### config.mk
export PLATFORM = sky130hd
export DESIGN_NAME = inst_fetch
export DESIGN_NICKNAME = d
export VERILOG_FILES = /design/src/rtl/inst_fetch.sv
export SDC_FILE = /design/constraint.sdc
export NUM_CORES = 1
export LEC_CHECK = 0
export BUFFER_PORTS_ARGS = -buffer_cell sky130_fd_sc_hd__buf_2
export CAP_MARGIN = 20
export CORE_AREA = 2 2 110 112
export DETAILED_ROUTE_END_ITERATION = 10
export DIE_AREA = 0 0 112 114
export PLACE_DENSITY = 0.85
export REMOVE_ABC_BUFFERS = 1
export SYNTH_ARGS = -nofsm -noshare
export SYNTH_HDL_FRONTEND = slang
export SYNTH_SLANG_ARGS = --single-unit
### constraint.sdc
create_clock -name clk -period 6.7 [get_ports clk]
set_input_delay 1.005 -clock clk [delete_from_list [all_inputs] [get_ports clk]]
set_output_delay 1.005 -clock clk [all_outputs]
set_load 0.01 [all_outputs]
### src/rtl/inst_fetch.sv
// Instruction fetch and issue unit: holds the PC, fetches over a req/ack
// handshake, latches the instruction register and computes the next PC.
module inst_fetch #(
  parameter logic [31:0] RESET_PC = 32'h0040_0000
) (
  input  logic        clk,
  input  logic        rst_n,
  output logic        imem_req,
  output logic [31:0] imem_addr,
  input  logic        imem_ack,
  input  logic [31:0] imem_rdata,
  output logic [5:0]  Op,
  output logic [4:0]  Rs,
  output logic [4:0]  Rt,
  output logic [4:0]  Rd,
  output logic [5:0]  Funct,
  output logic [15:0] Imm,
  output logic        inst_valid,
  input  logic        ex_done,
  input  logic        Branch,
  input  logic        Jump,
  input  logic        Zero,
  output logic [31:0] pc,
  output logic [31:0] pc_plus4,
  output logic        illegal_op
);

  localparam logic [1:0] IDLE  = 2'd0;
  localparam logic [1:0] FETCH = 2'd1;
  localparam logic [1:0] ISSUE = 2'd2;
  localparam logic [1:0] HALT  = 2'd3;

  localparam logic [31:0] resetPcAligned = {RESET_PC[31:2], 2'b00};

  logic [1:0]  state;
  logic [31:0] ir;
  logic [31:0] nextPc;
  logic [31:0] branchOffset;
  logic        opLegal;

  assign pc_plus4  = pc + 32'd4;
  assign imem_addr = pc;

  assign Op    = ir[31:26];
  assign Rs    = ir[25:21];
  assign Rt    = ir[20:16];
  assign Rd    = ir[15:11];
  assign Funct = ir[5:0];
  assign Imm   = ir[15:0];

  assign branchOffset = {{14{ir[15]}}, ir[15:0], 2'b00};

  // Supported opcodes: R-type, lw, sw, beq, j.
  always_comb begin
    // NOTE: every always_comb output gets a default first so no latch is inferred.
    opLegal = 1'b0;
    case (imem_rdata[31:26])
      6'h00, 6'h23, 6'h2B, 6'h04, 6'h02: opLegal = 1'b1;
      default:                           opLegal = 1'b0;
    endcase
  end

  // Jump beats a taken branch when both are asserted.
  always_comb begin
    nextPc = pc_plus4;
    if (Jump)
      nextPc = {pc_plus4[31:28], ir[25:0], 2'b00};
    else if (Branch && Zero)
      nextPc = pc_plus4 + branchOffset;
  end

  always_ff @(posedge clk or negedge rst_n) begin
    if (!rst_n) begin
      // NOTE: sequential state uses non-blocking assignments so every register samples pre-edge values.
      state      <= IDLE;
      pc         <= resetPcAligned;
      ir         <= '0;
      imem_req   <= 1'b0;
      inst_valid <= 1'b0;
      illegal_op <= 1'b0;
    end else begin
      case (state)
        IDLE: begin
          state    <= FETCH;
          imem_req <= 1'b1;
        end
        FETCH: begin
          if (imem_ack) begin
            ir       <= imem_rdata;
            imem_req <= 1'b0;
            if (opLegal) begin
              state      <= ISSUE;
              inst_valid <= 1'b1;
            end else begin
              state      <= HALT;
              illegal_op <= 1'b1;
            end
          end
        end
        ISSUE: begin
          if (ex_done) begin
            pc         <= nextPc;
            inst_valid <= 1'b0;
            imem_req   <= 1'b1;
            state      <= FETCH;
          end
        end
        HALT: begin
          imem_req   <= 1'b0;
          inst_valid <= 1'b0;
        end
        default: state <= IDLE;
      endcase
    end
  end

endmodule

=== Yosys cells after proc, flatten, opt, wreduce, memory -nomap -nowiden ===
Index checks and enable logic that the tools add are counted.

* Add/sub/neg operators: 2
* Multiply operators: 0
* Div/mod/pow operators: 0
* Magnitude comparators: 0
* Eq/ne operators: 10
* Shift operators: 0
* Mux-type cells: 14
* Bitwise gates (word level): 1
* Reductions and logical operators: 12

{| class="wikitable"
|+ Operators with widths
! operator !! count
|-
| $mux W32 || 2
|-
| $add A32 B3 Y32 const B || 1
|-
| $add A32 B32 Y32 || 1
|-
| $eq A6 B6 Y1 const B || 2
|-
| $mux W1 || 7
|-
| $eq A6 B2 Y1 const B || 1
|-
| $eq A6 B3 Y1 const B || 1
|-
| $logic_not A6 Y1 || 1
|-
| $ne A2 B2 Y1 const B || 3
|-
| $pmux W2 S3 || 1
|-
| $reduce_and A2 Y1 || 3
|-
| $reduce_and A3 Y1 || 2
|-
| $reduce_bool A3 Y1 || 2
|-
| $reduce_or A5 Y1 || 1
|-
| $eq A2 B2 Y1 const B || 2
|-
| $mux W2 || 2
|-
| $pmux W1 S4 || 1
|-
| $reduce_and A4 Y1 || 1
|-
| $pmux W1 S3 || 1
|-
| $eq A2 B1 Y1 const B || 1
|-
| $logic_not A2 Y1 || 1
|-
| $logic_and A1 B1 Y1 || 1
|-
| $not A1 Y1 || 1
|}

* Register bits: 69
* Latch bits: 0
* Memory bits (writable): 0
* Bits in read-only memories: 0
* Output and inout bits: 142
* Word-level logic and storage cells: 45
* Memories: 0

=== Longest topological paths before layout ===
Gate-level depths: netlist of run 1.

* Depth in word-level cells: 6
* Gate-level depth with buffers: 15

=== Least setup slack after synthesis of run 1 ===
No wires, ideal clock.

* Kind: register to register
* From: register pc[2], in the netlist imem_addr[2]
* To: register pc[31], in the netlist imem_addr[31]
* Setup time: 104 ps
* Arrival: 3,608 ps
* Data required time: 6,596 ps
* Setup slack: 2,988 ps
* Cell stages (with the launch flop): 16
* Path buffers: 1
* Clock period less this slack: 3,712 ps
* Cells stage by stage: dfrtp_1 > ha_1 > nand3_1 > nor3_2 > nand3_1 > xnor2_1 > ha_1 > buf_2 > a21o_1 > a21o_1 > a221oi_2 > o211ai_1 > nand3_1 > a31oi_1 > or4_1 > o311ai_1

* Word-level cells in the longest chain between the ends: 4

{| class="wikitable"
|+ Ends and longest elaborated chain
! element !! RTL line !! RTL
|-
| start: declaration || 23 || <nowiki>output logic [31:0] pc,</nowiki>
|-
| start signal: assignment || 76 || <nowiki>pc <= resetPcAligned;</nowiki>
|-
| start signal: assignment || 102 || <nowiki>pc <= nextPc;</nowiki>
|-
| $add A32 B3 Y32 || 41 || <nowiki>assign pc_plus4 = pc + 32'd4;</nowiki>
|-
| net pc_plus4[22] || 24 || <nowiki>output logic [31:0] pc_plus4,</nowiki>
|-
| $add A32 B32 Y32 || 69 || <nowiki>nextPc = pc_plus4 + branchOffset;</nowiki>
|-
| $mux W32 || 68 || <nowiki>else if (Branch && Zero)</nowiki>
|-
| $mux W32 || 66 || <nowiki>if (Jump)</nowiki>
|}

The timed path passes the listed nets, and every way through them passes these cells.
A chain may end at the register's enable or synchronous reset.

=== Worst setup path after layout of run 1 ===
* From: register pc[2], in the netlist imem_addr[2]
* To: register pc[31], in the netlist imem_addr[31]

* Word-level cells in the longest chain between the ends: 4

{| class="wikitable"
|+ Ends and longest elaborated chain
! element !! RTL line
|-
| $add A32 B3 Y32 * || 41
|-
| $add A32 B32 Y32 || 69
|-
| $mux W32 || 68
|-
| $mux W32 * || 66
|}

Every way passes the cells marked *; elsewhere a longest branch is shown, timed or not.

==> flow_metrics.py, run 1 <==
metrics = {
    "outcome": {
        "status": "finished clean",
    },
    "finish": {
        "fin_area_sq_um": 6591,
        "n_antenna_cell": 0,
        "drive_gt1_share_pct": 31.23,
        "fin_util_pct": 56.28,
        "multi_input_area_sq_um": 3488,
        "layoutNonFillerInstCount": 925,
        "regArea_sq_um": 1678,
        "syn2layout_area_growth_pct": 16.94,
        "fillers": 1100,
        "num-nets-final": 849,
    },
    "sta": {
        "worst_slew_pin_slew_ns": 0.9750,
        "period_minus_slack_ns": 4.055,
        "slew_violations": 0,
        "fin_tns_setup_ns": 0,
        "post-route-period-util_pct": 60.52,
        "rsz0062_at_grt": "no",
        "setup_viol": 0,
        "clock.fmax_mhz": 246.6,
        "relSlewSlack_pct": 34.84,
        "finalHoldViolations": 0,
        "fin_skew_ns": 0.009106,
    },
    "placement": {
        "gp_congestion": 0.9160,
        "dp_hpwl_um": 11530,
        "dpl-instance-area_sq_um": 6296,
        "port_buffers": 174,
        "place_inst": 909,
    },
    "clock_tree": {
        "ctsResizeCount": 0,
        "clk_root_buffer_cell": "clkbuf_16",
        "clockBufferDepth": 2,
        "clock_latency_ns": 0.34,
        "cts_tree": "yes",
        "cts_buffers": 9,
        "cts_num_sinks": 67,
        "ctsHoldBuffers": 0,
        "htree_levels": 3,
        "cts_setup_buffers": 0,
        "clk_pin_slew_worst_paths_ns": 0.06,
    },
    "synthesis": {
        "synth-edff-count": 0,
        "synth_cell_types": 66,
        "ys_warn_count": 0,
        "synthTopCellsByArea": "dfrtp_1 29%, ha_1 8.0%, mux2_2 6.6%, buf_4 6.3%, nand2_1 4.7%",
        "yosysTopAreaCell": "dfrtp_1",
        "yosys_register_bits": 67,
        "ys_seq_area_share_pct": 29.77,
        "syn_area_sq_um": 5637,
        "avgSynthCellArea_sq_um": 8.685,
        "synthCells": 649,
        "synthArstFlopShare_pct": 100.0,
        "synthFlopType": "dfrtp_1",
        "synth_top_area_share_pct": 29.30,
    },
    "floorplan": {
        "rows": 40,
        "dieArea_sq_um": 12770,
        "core_region_area_sq_um": 11710,
        "initial_core_util_pct": 48.13,
        "ioPinCount": 181,
        "die_w_um": 112,
        "die_y_um": 114,
    },
    "pwr": {
        "combinationalPowerShare_pct": 17.5,
        "ir_drop_v": 0.0001380,
        "p_per_area_nw_per_um2": 168.9,
        "power.share.clock_pct": 42.4,
        "p_sw_uw": 312.6,
        "swShare_pct": 28.07,
        "leakage_uw": 0.003465,
        "power_frac_seq_pct": 40.0,
        "p_int_uw": 800.9,
        "fin_total_pwr_uw": 1113,
    },
    "setup_path": {
        "required_ns": 6.94,
        "start_kind": "flip-flop",
        "critPathMaxFanout": 8,
        "cp.arrival_ns": 4.29,
        "rr_endpoint": "imem_addr[31]",
        "r2r_cells": 14,
        "cp-end-kind": "flip-flop",
        "rr_startpoint": "imem_addr[2]",
        "worst-setup-path-type": "reg -> reg",
        "rrSetupSlack_ns": 2.65,
    },
    "route": {
        "via_count": 5421,
        "wl_per_cell_um": 16.87,
        "drtAntennaViolNets": 0,
        "dr.pass1.iters": 5,
        "avgViaCountPerCell": 5.861,
        "drc": 0,
        "routed_wl_um": 15600,
        "drt_iter0_drc": 355,
    },
    "run": {
        "maxCapViolCount": 0,
    },
    "global_routing": {
        "antenna_found_initial": 0,
        "grt_pass1_vias": 4995,
        "grt_pass1_wl_um": 24760,
        "groute.usage.overall_pct": 23.90,
        "grt_start_max_net_pins": 68,
        "gr-total-overflow": 0,
    },
    "hold_path": {
        "whs_path_depth": 1,
        "hp-class": "reg -> reg",
        "hold_path_startpoint": "illegal_op",
        "holdPathEnd": "illegal_op",
    },
}
## per-stage QoR
stage / hold slack, ns / worst slack [ns]
2_1_floorplan: 0.4911 / 2.980
4_1_cts: 0.5089 / 2.711
6_report: 0.5071 / 2.645
3_3_place_gp: 0.4599 / 2.944
3_5_place_dp: 0.4891 / 2.726
5_1_grt: 0.5171 / 2.353
## registers in the layout, summed over array words and instances, names as in the netlist
signal / cells
illegal_op: 1
imem_addr: 30
state: 2
ir: 32
imem_req: 1
inst_valid: 1
## cell families after synthesis
kind of cell | count (synthesis) | synth area share [%]
flops | 67 | 29.77
xor+xnor | 47 | 7.303
compound gates | 174 | 20.42
other cells | 1 | 0.06653
fa+ha+maj | 37 | 8.346
simple gates | 203 | 17.85
buf+inv | 82 | 8.768
mux | 38 | 7.481
## worst max-delay path by stage
stage	slack (ns)	end	start
2_1_floorplan	2.98	imem_addr[31]	imem_addr[2]
3_3_place_gp	2.94	imem_addr[31]	imem_addr[2]
3_5_place_dp	2.73	imem_addr[31]	imem_addr[2]
4_1_cts	2.71	imem_addr[31]	imem_addr[2]
5_1_grt	2.35	imem_addr[31]	imem_addr[2]
6_report	2.65	imem_addr[31]	imem_addr[2]
## per-layer routing
layer / track usage [%] / share of wire [%] / up-vias / wire [um]
li1: - / - / 2564 / -
met4: 11.38 / 2.8 / 0 / 438
met1: 31.07 / 43 / 2570 / 6679
met2: 39.47 / 48 / 248 / 7433
met3: 3.507 / 6.7 / 39 / 1050
met5: 0 / 0 / - / 0
## Yosys cell counts (all sizes together) (5+ instances only)
cell,n
a211oi,8
a21o,16
a21oi,41
a31oi,9
and2,6
and3,7
and4,5
buf,51
clkbuf,19
dfrtp,66
ha,36
inv,12
mux2,33
mux2i,5
nand2,71
nand3,26
nand4,15
nor2,47
nor3,13
o211ai,16
o21a,5
o21ai,46
xnor2,30
xor2,17
## power by group through the flow
| stage | clock, uW | combinational [uW] | sequential [uW] |
|---|---|---|---|
| after floorplan | 0 | 100 | 463 |
| after global placement | 0 | 190 | 451 |
| after detailed placement | 0 | 193 | 452 |
| after CTS | 478 | 195 | 445 |
| after global routing | 496 | 216 | 448 |
| final | 473 | 195 | 445 |
## placed cells by master, fill, tap and decap left out, drive strengths merged, types with 6 or more instances in the layout
cell    count
nand3      26
nor2       47
clkbuf     11
o21ai      46
dfrtp      66
nand4      15
xor2       17
a211oi      8
o211ai     16
mux2       33
nor3       13
xnor2      30
buf       178
inv        12
and2        6
ha         36
a21o       16
a31oi       9
a21oi      41
conb        6
and3        7
nand2      71
## worst max-delay path, stage by stage, from the launching register on
cell and delay (ns):
dfrtp_1 0.54, ha_1 0.33, nand3_1 0.19, nor3_2 0.41, nand3_1 0.14, xnor2_1 0.31, ha_1 0.39, a21o_1 0.20
a21o_1 0.19, a221oi_2 0.28, o211ai_1 0.21, nand3_1 0.14, a31oi_1 0.10, or4_1 0.41, o311ai_1 0.10
## final cells by class
cell class	instances	area share (%)
clock buffer	11	3.683
clock inverter	5	0.7973
inverter	12	0.6834
multi-input combinational	505	52.92
sequential	67	25.46
tap	147	2.790
timing repair buffer	178	13.67
Power figures use the tool's default switching activity.
==> run 2, diff against run 1 <==
Settings changed: CORE_AREA 2 2 110 112 to 2 2 113 115, DIE_AREA 0 0 112 114 to 0 0 115 117, PLACE_DENSITY 0.85 to 0.84.
Clock period 6.7 ns to 3.5 ns, I/O delays scaled along.
==> run 2 against run 1 <==
  * Sequential cell count unchanged
  * The flow now finishes with violations (setup timing)
  * First-iteration DRC count increased by 39%
  * Clock skew increased by 0.0010 ns
  * Cell count increased by 4.9%
  * Die area increased by 5.4%
  * Routed wire length increased by 8.1%
  * Largest power group unchanged
  * Global-route usage increased by 0.81 points
  * Core utilization increased by 0.77 points
  * Sequential share of layout area decreased by 1.6 points
  * Count of clock-buffer cells in the layout decreased by 1
  * Maximum frequency increased by 15%
  * Worst setup slack got worse by 2.7 ns
==> flow_metrics.py, run 2 (synthesized netlist as in run 1, its figures left out) <==
metrics = {
    "setup_path": {
        "cp-end-kind": "flip-flop",
        "slowest_stage": "a211oi_1",
        "slowest_delay_ns": 0.36,
        "rrSetupSlack_ns": -0.03,
        "worst-setup-path-type": "reg -> reg",
        "cp_top_family": "compound AO/OA/AOI/OAI gates",
        "start_kind": "flip-flop",
        "required_ns": 3.68,
        "critical_path.cell_chain": "and4_4 > nand4_4 > nor3_1 > xor2_1 > ha_1 > a21o_1 > a221o_1 > a21o_1 > a31oi_4 > xor2_1 > nor2_1 > a211oi_1 > o21ai_0",
        "crit_buf_inv": 0,
        "critPathMaxFanout": 7,
        "cp.arrival_ns": 3.71,
    },
    "clock_tree": {
        "ctsHoldBuffers": 0,
        "cts_buffers": 9,
        "clock_latency_ns": 0.34,
        "cts_num_sinks": 67,
        "clk_pin_slew_worst_paths_ns": 0.06,
        "cts_tree": "yes",
        "clk_root_buffer_cell": "clkbuf_16",
        "clockBufferDepth": 2,
        "htree_levels": 3,
    },
    "placement": {
        "dp_slack_ns": -0.1311,
        "port_buffers": 174,
        "gp_congestion": 0.9847,
        "place_inst": 949,
        "dp_hpwl_um": 12530,
    },
    "sta": {
        "period_minus_slack_ns": 3.534,
        "setup_viol": 2,
        "worst_slew_pin_slew_ns": 0.9136,
        "rsz0062_at_grt": "yes",
        "relSlewSlack_pct": 39.09,
        "clock.fmax_mhz": 282.9,
        "setup_slack_ns": -0.03434,
        "slew_violations": 0,
        "fin_skew_ns": 0.01014,
        "finalHoldViolations": 0,
        "post-route-period-util_pct": 101.0,
    },
    "route": {
        "avgViaCountPerCell": 5.836,
        "drtAntennaViolNets": 0,
        "drc": 0,
        "wl_per_cell_um": 17.39,
        "drt_iter0_drc": 493,
        "via_count": 5661,
        "dr.pass1.iters": 5,
        "routed_wl_um": 16870,
    },
    "global_routing": {
        "top_usage_layer": "met2",
        "grt_pass1_vias": 5221,
        "gr-total-overflow": 0,
        "grt_start_max_net_pins": 47,
        "grt_use_met3_pct": 3.605,
        "grt_pass1_wl_um": 26200,
        "groute.usage.overall_pct": 24.70,
        "use_met2_pct": 40.67,
        "antenna_found_initial": 0,
        "met1_usage_pct": 32.10,
    },
    "floorplan": {
        "core_region_area_sq_um": 12310,
        "die_y_um": 117,
        "ioPinCount": 181,
        "die_w_um": 115,
        "dieArea_sq_um": 13460,
        "initial_core_util_pct": 45.78,
        "rows": 41,
    },
    "finish": {
        "fin_util_pct": 57.05,
        "drive_gt1_share_pct": 36.83,
        "largest_reg_flops": 32,
        "final_common_cell": "buf_2",
        "fillers": 1047,
        "syn2layout_area_growth_pct": 24.62,
        "layoutNonFillerInstCount": 970,
        "num-nets-final": 891,
        "largest_register": "ir",
        "n_antenna_cell": 0,
        "layout_common_cells": "174 x buf_2, 71 x nand2_1, 66 x dfrtp_1",
    },
    "run": {
        "maxCapViolCount": 0,
    },
    "outcome": {
        "violations": "setup timing",
        "status": "finished with violations",
    },
    "hold_path": {
        "hp-class": "in -> async",
    },
    "pwr": {
        "p_per_area_nw_per_um2": 309.5,
        "leakage_uw": 0.003752,
        "ir_drop_v": 0.0002810,
    },
}
## run 2: cell count changes in the layout (fill, tap and decap cells not counted), moves of 3 or more
| cell | previous run | this run |
|---|---|---|
| buf_4 | 4 | 45 |
| xnor2_1 | 30 | 25 |
| a21oi_1 | 41 | 38 |
| a21oi_2 | 0 | 3 |
| xnor2_2 | 0 | 5 |
## run 2: cell type report
cell class              instances  area (sq um)  area share, %
clock buffers                  10         229.0          3.260
clock inverters                 6         65.06         0.9263
inverters                      12         45.04         0.6413
multi-input cells             505          3600          51.25
flip-flops and latches         67          1678          23.89
well taps                     150         187.7          2.672
repair buffers                220          1220          17.37
## run 2: worst paths after layout
path | start | endpoint | cells after the start
worst max-delay path | imem_addr[5] | imem_addr[18] | 13
min in group clk | imem_rdata[24] | ir[24] | 2
worst min register to register | illegal_op | illegal_op | 1
worst min-delay path | rst_n | ir[7] | 1
worst max register to register | imem_addr[5] | imem_addr[18] | 13
max in group asynchronous | rst_n | ir[15] | 2
## run 2: through the flow
stage	power, uW	area, sq um	hold slack, ns	TNS, ns
after floorplan	1080	5206	0.2294	-0.3558
after global placement	1248	6578	0.4612	-0.09284
after detailed placement	1258	6578	0.4614	-0.1311
after CTS	2176	6884	0.1845	0
after global routing	2259	7024	0.2106	-0.9666
final	2174	7024	0.1713	-0.04179
## run 2: what timing repair did
action / in CTS / in global routing
endpoints found under the setup margin: 2 / 14
gates resized for setup: 2 / 18
buffers inserted: 0 / 5
pin swaps: 0 / 6
## run 2: worst reg2reg max path: stages, from the launching register on
cell and delay, ns:
dfrtp_1 0.35, and4_4 0.26, nand4_4 0.19, nor3_1 0.26
xor2_1 0.23, ha_1 0.30, a21o_1 0.23, a221o_1 0.35
a21o_1 0.20, a31oi_4 0.21, xor2_1 0.17, nor2_1 0.05
a211oi_1 0.36, o21ai_0 0.20
## run 2: power breakdown
group	leakage (uW)	switching [uW]	internal, uW	total (uW)
registers	0.000875	42.0	811	853
clock network	0.000143	365	553	918
logic	0.00273	230	173	403
## run 2: per-layer routing
metal | share of wire [%] | routed length [um]
met4 | 2.9 | 494
met2 | 48 | 8055
met3 | 8.0 | 1347
met5 | 0 | 0
met1 | 41 | 6968
==> run 3, diff against run 2 <==
Settings changed: CORE_AREA 2 2 113 115 to 2 2 119 109, CTS_CLUSTER_DIAMETER from default to 120, DIE_AREA 0 0 115 117 to 0 0 121 111, PLACE_DENSITY 0.84 to 0.85.
==> run 3 against run 2 <==
  * The run still ends with setup timing left
  * Non-clock buffer count rose by 18
  * Clock skew barely moved
  * Count of clock-buffer cells in the layout rose by 3
  * Via count rose by 2.4%
  * Final area rose by 4.2%
  * Maximum frequency fell by 1.5%
==> flow_metrics.py, run 3 (synthesized netlist as in run 1, its figures left out) <==
metrics = {
    "outcome": {
        "status": "finished with violations",
        "violations": "setup timing",
    },
    "route": {
        "avgViaCountPerCell": 5.784,
        "via_count": 5796,
        "drtAntennaViolNets": 0,
        "drt_iter0_drc": 487,
        "drc": 0,
        "wl_per_cell_um": 18.11,
        "routed_wl_um": 18150,
        "dr.pass1.iters": 7,
    },
    "placement": {
        "port_buffers": 174,
        "dp_hpwl_um": 12530,
        "gp_congestion": 0.9816,
    },
    "global_routing": {
        "use_met2_pct": 40.86,
        "gr-total-overflow": 0,
        "grt_pass1_vias": 5416,
        "grt_use_met3_pct": 4.835,
        "met1_usage_pct": 33.68,
        "grt_pass1_wl_um": 27300,
        "groute.usage.overall_pct": 25.46,
        "antenna_found_initial": 0,
        "grt_start_max_net_pins": 49,
        "top_usage_layer": "met2",
    },
    "sta": {
        "finalHoldViolations": 0,
        "rsz0062_at_grt": "yes",
        "setup_slack_ns": -0.08638,
        "fin_skew_ns": 0.009880,
        "worst_slew_pin_slew_ns": 0.9252,
        "post-route-period-util_pct": 102.5,
        "hold_slack_ns": 0.1500,
        "clock.fmax_mhz": 278.8,
        "relSlewSlack_pct": 38.32,
        "period_minus_slack_ns": 3.586,
        "setup_viol": 1,
        "slew_violations": 0,
    },
    "floorplan": {
        "die_y_um": 111,
        "die_w_um": 121,
        "core_region_area_sq_um": 12350,
        "initial_core_util_pct": 45.66,
        "rows": 39,
        "ioPinCount": 181,
        "dieArea_sq_um": 13430,
    },
    "pwr": {
        "p_per_area_nw_per_um2": 296.7,
        "ir_drop_v": 0.0002983,
        "leakage_uw": 0.003829,
    },
    "setup_path": {
        "start_kind": "flip-flop",
        "cp_top_family": "simple AND/OR/NAND/NOR gates",
        "crit_buf_inv": 2,
        "rr_startpoint": "imem_addr[11]",
        "worst-setup-path-type": "reg -> reg",
        "cp-end-kind": "flip-flop",
        "rrSetupSlack_ns": -0.09,
        "slowest_stage": "or4_1",
        "required_ns": 3.75,
        "r2r_cells": 15,
        "slowest_delay_ns": 0.51,
        "cp_common_cell": "o211ai_1",
        "startpoint": "imem_addr[11]",
        "rr_endpoint": "imem_addr[31]",
        "critPathMaxFanout": 5,
        "critical_path.cell_chain": "and4_4 > nand4_4 > nor2_1 > nand2_1 > xnor2_1 > ha_1 > nand4_1 > inv_1 > o211ai_1 > o211ai_1 > buf_4 > a21o_1 > a31oi_2 > or4_1 > o311ai_1",
        "cp.arrival_ns": 3.83,
    },
    "finish": {
        "drive_gt1_share_pct": 41.29,
        "final_common_cell": "buf_2",
        "layout_common_cells": "174 x buf_2, 69 x nand2_1, 64 x dfrtp_1, 64 x buf_4",
        "largest_reg_flops": 32,
        "syn2layout_area_growth_pct": 29.83,
        "n_antenna_cell": 0,
        "fin_util_pct": 59.28,
        "num-nets-final": 909,
        "largest_register": "ir",
    },
    "clock_tree": {
        "clock_latency_ns": 0.34,
        "htree_levels": 3,
        "cts_num_sinks": 67,
        "ctsHoldBuffers": 0,
        "cts_buffers": 9,
        "clk_root_buffer_cell": "clkbuf_16",
        "clk_pin_slew_worst_paths_ns": 0.06,
        "clockBufferDepth": 2,
        "cts_tree": "yes",
    },
    "run": {
        "maxCapViolCount": 0,
    },
    "hold_path": {
        "hp-class": "in -> async",
    },
}
-- run 3: worst max path at each step --
stage / end / depth (start not counted)
after detailed placement: imem_addr[31] / 14
after global placement: imem_addr[31] / 14
after floorplan: imem_addr[31] / 14
after global routing: imem_addr[31] / 15
final: imem_addr[31] / 15
after CTS: imem_addr[31] / 14
-- run 3: final cells by class --
type	instances	area [sq um]
fillers	1018	5027
inverters	12	45.04
flip-flops and latches	67	1680
clock buffers	13	240.2
repair buffers	238	1351
well taps	164	205.2
multi-input cells	505	3756
clock inverters	3	40.04
-- run 3: power by group --
group / switching, uW / total, uW / internal (uW)
clock network: 345 / 895 / 550
logic: 238 / 420 / 182
registers: 44.6 / 856 / 811
-- run 3: metal layers --
metal | wire length, um | part of all wire, %
met5 | 0 | 0
met4 | 653 | 3.6
met3 | 1505 | 8.3
met2 | 8547 | 47
met1 | 7440 | 41
-- run 3: metrics by stage --
step	setup WS, ns	setup TNS (ns)	area, sq um	std cells	power, uW
2_1_floorplan	-0.2201	-0.3558	5206	584	1080
3_3_place_gp	-0.1308	-0.1518	6610	965	1251
3_5_place_dp	-0.1588	-0.2119	6610	965	1258
4_1_cts	0.004730	0	6923	982	2151
5_1_grt	-0.2968	-0.8507	7318	1002	2258
6_report	-0.08638	-0.08638	7318	1002	2171
-- run 3: timing repair --
item | 4_1_cts | 5_1_grt
gates resized for setup | 4 | 50
setup endpoints to repair | 2 | 16
pin swaps | 2 | 23
setup buffers | 1 | 20
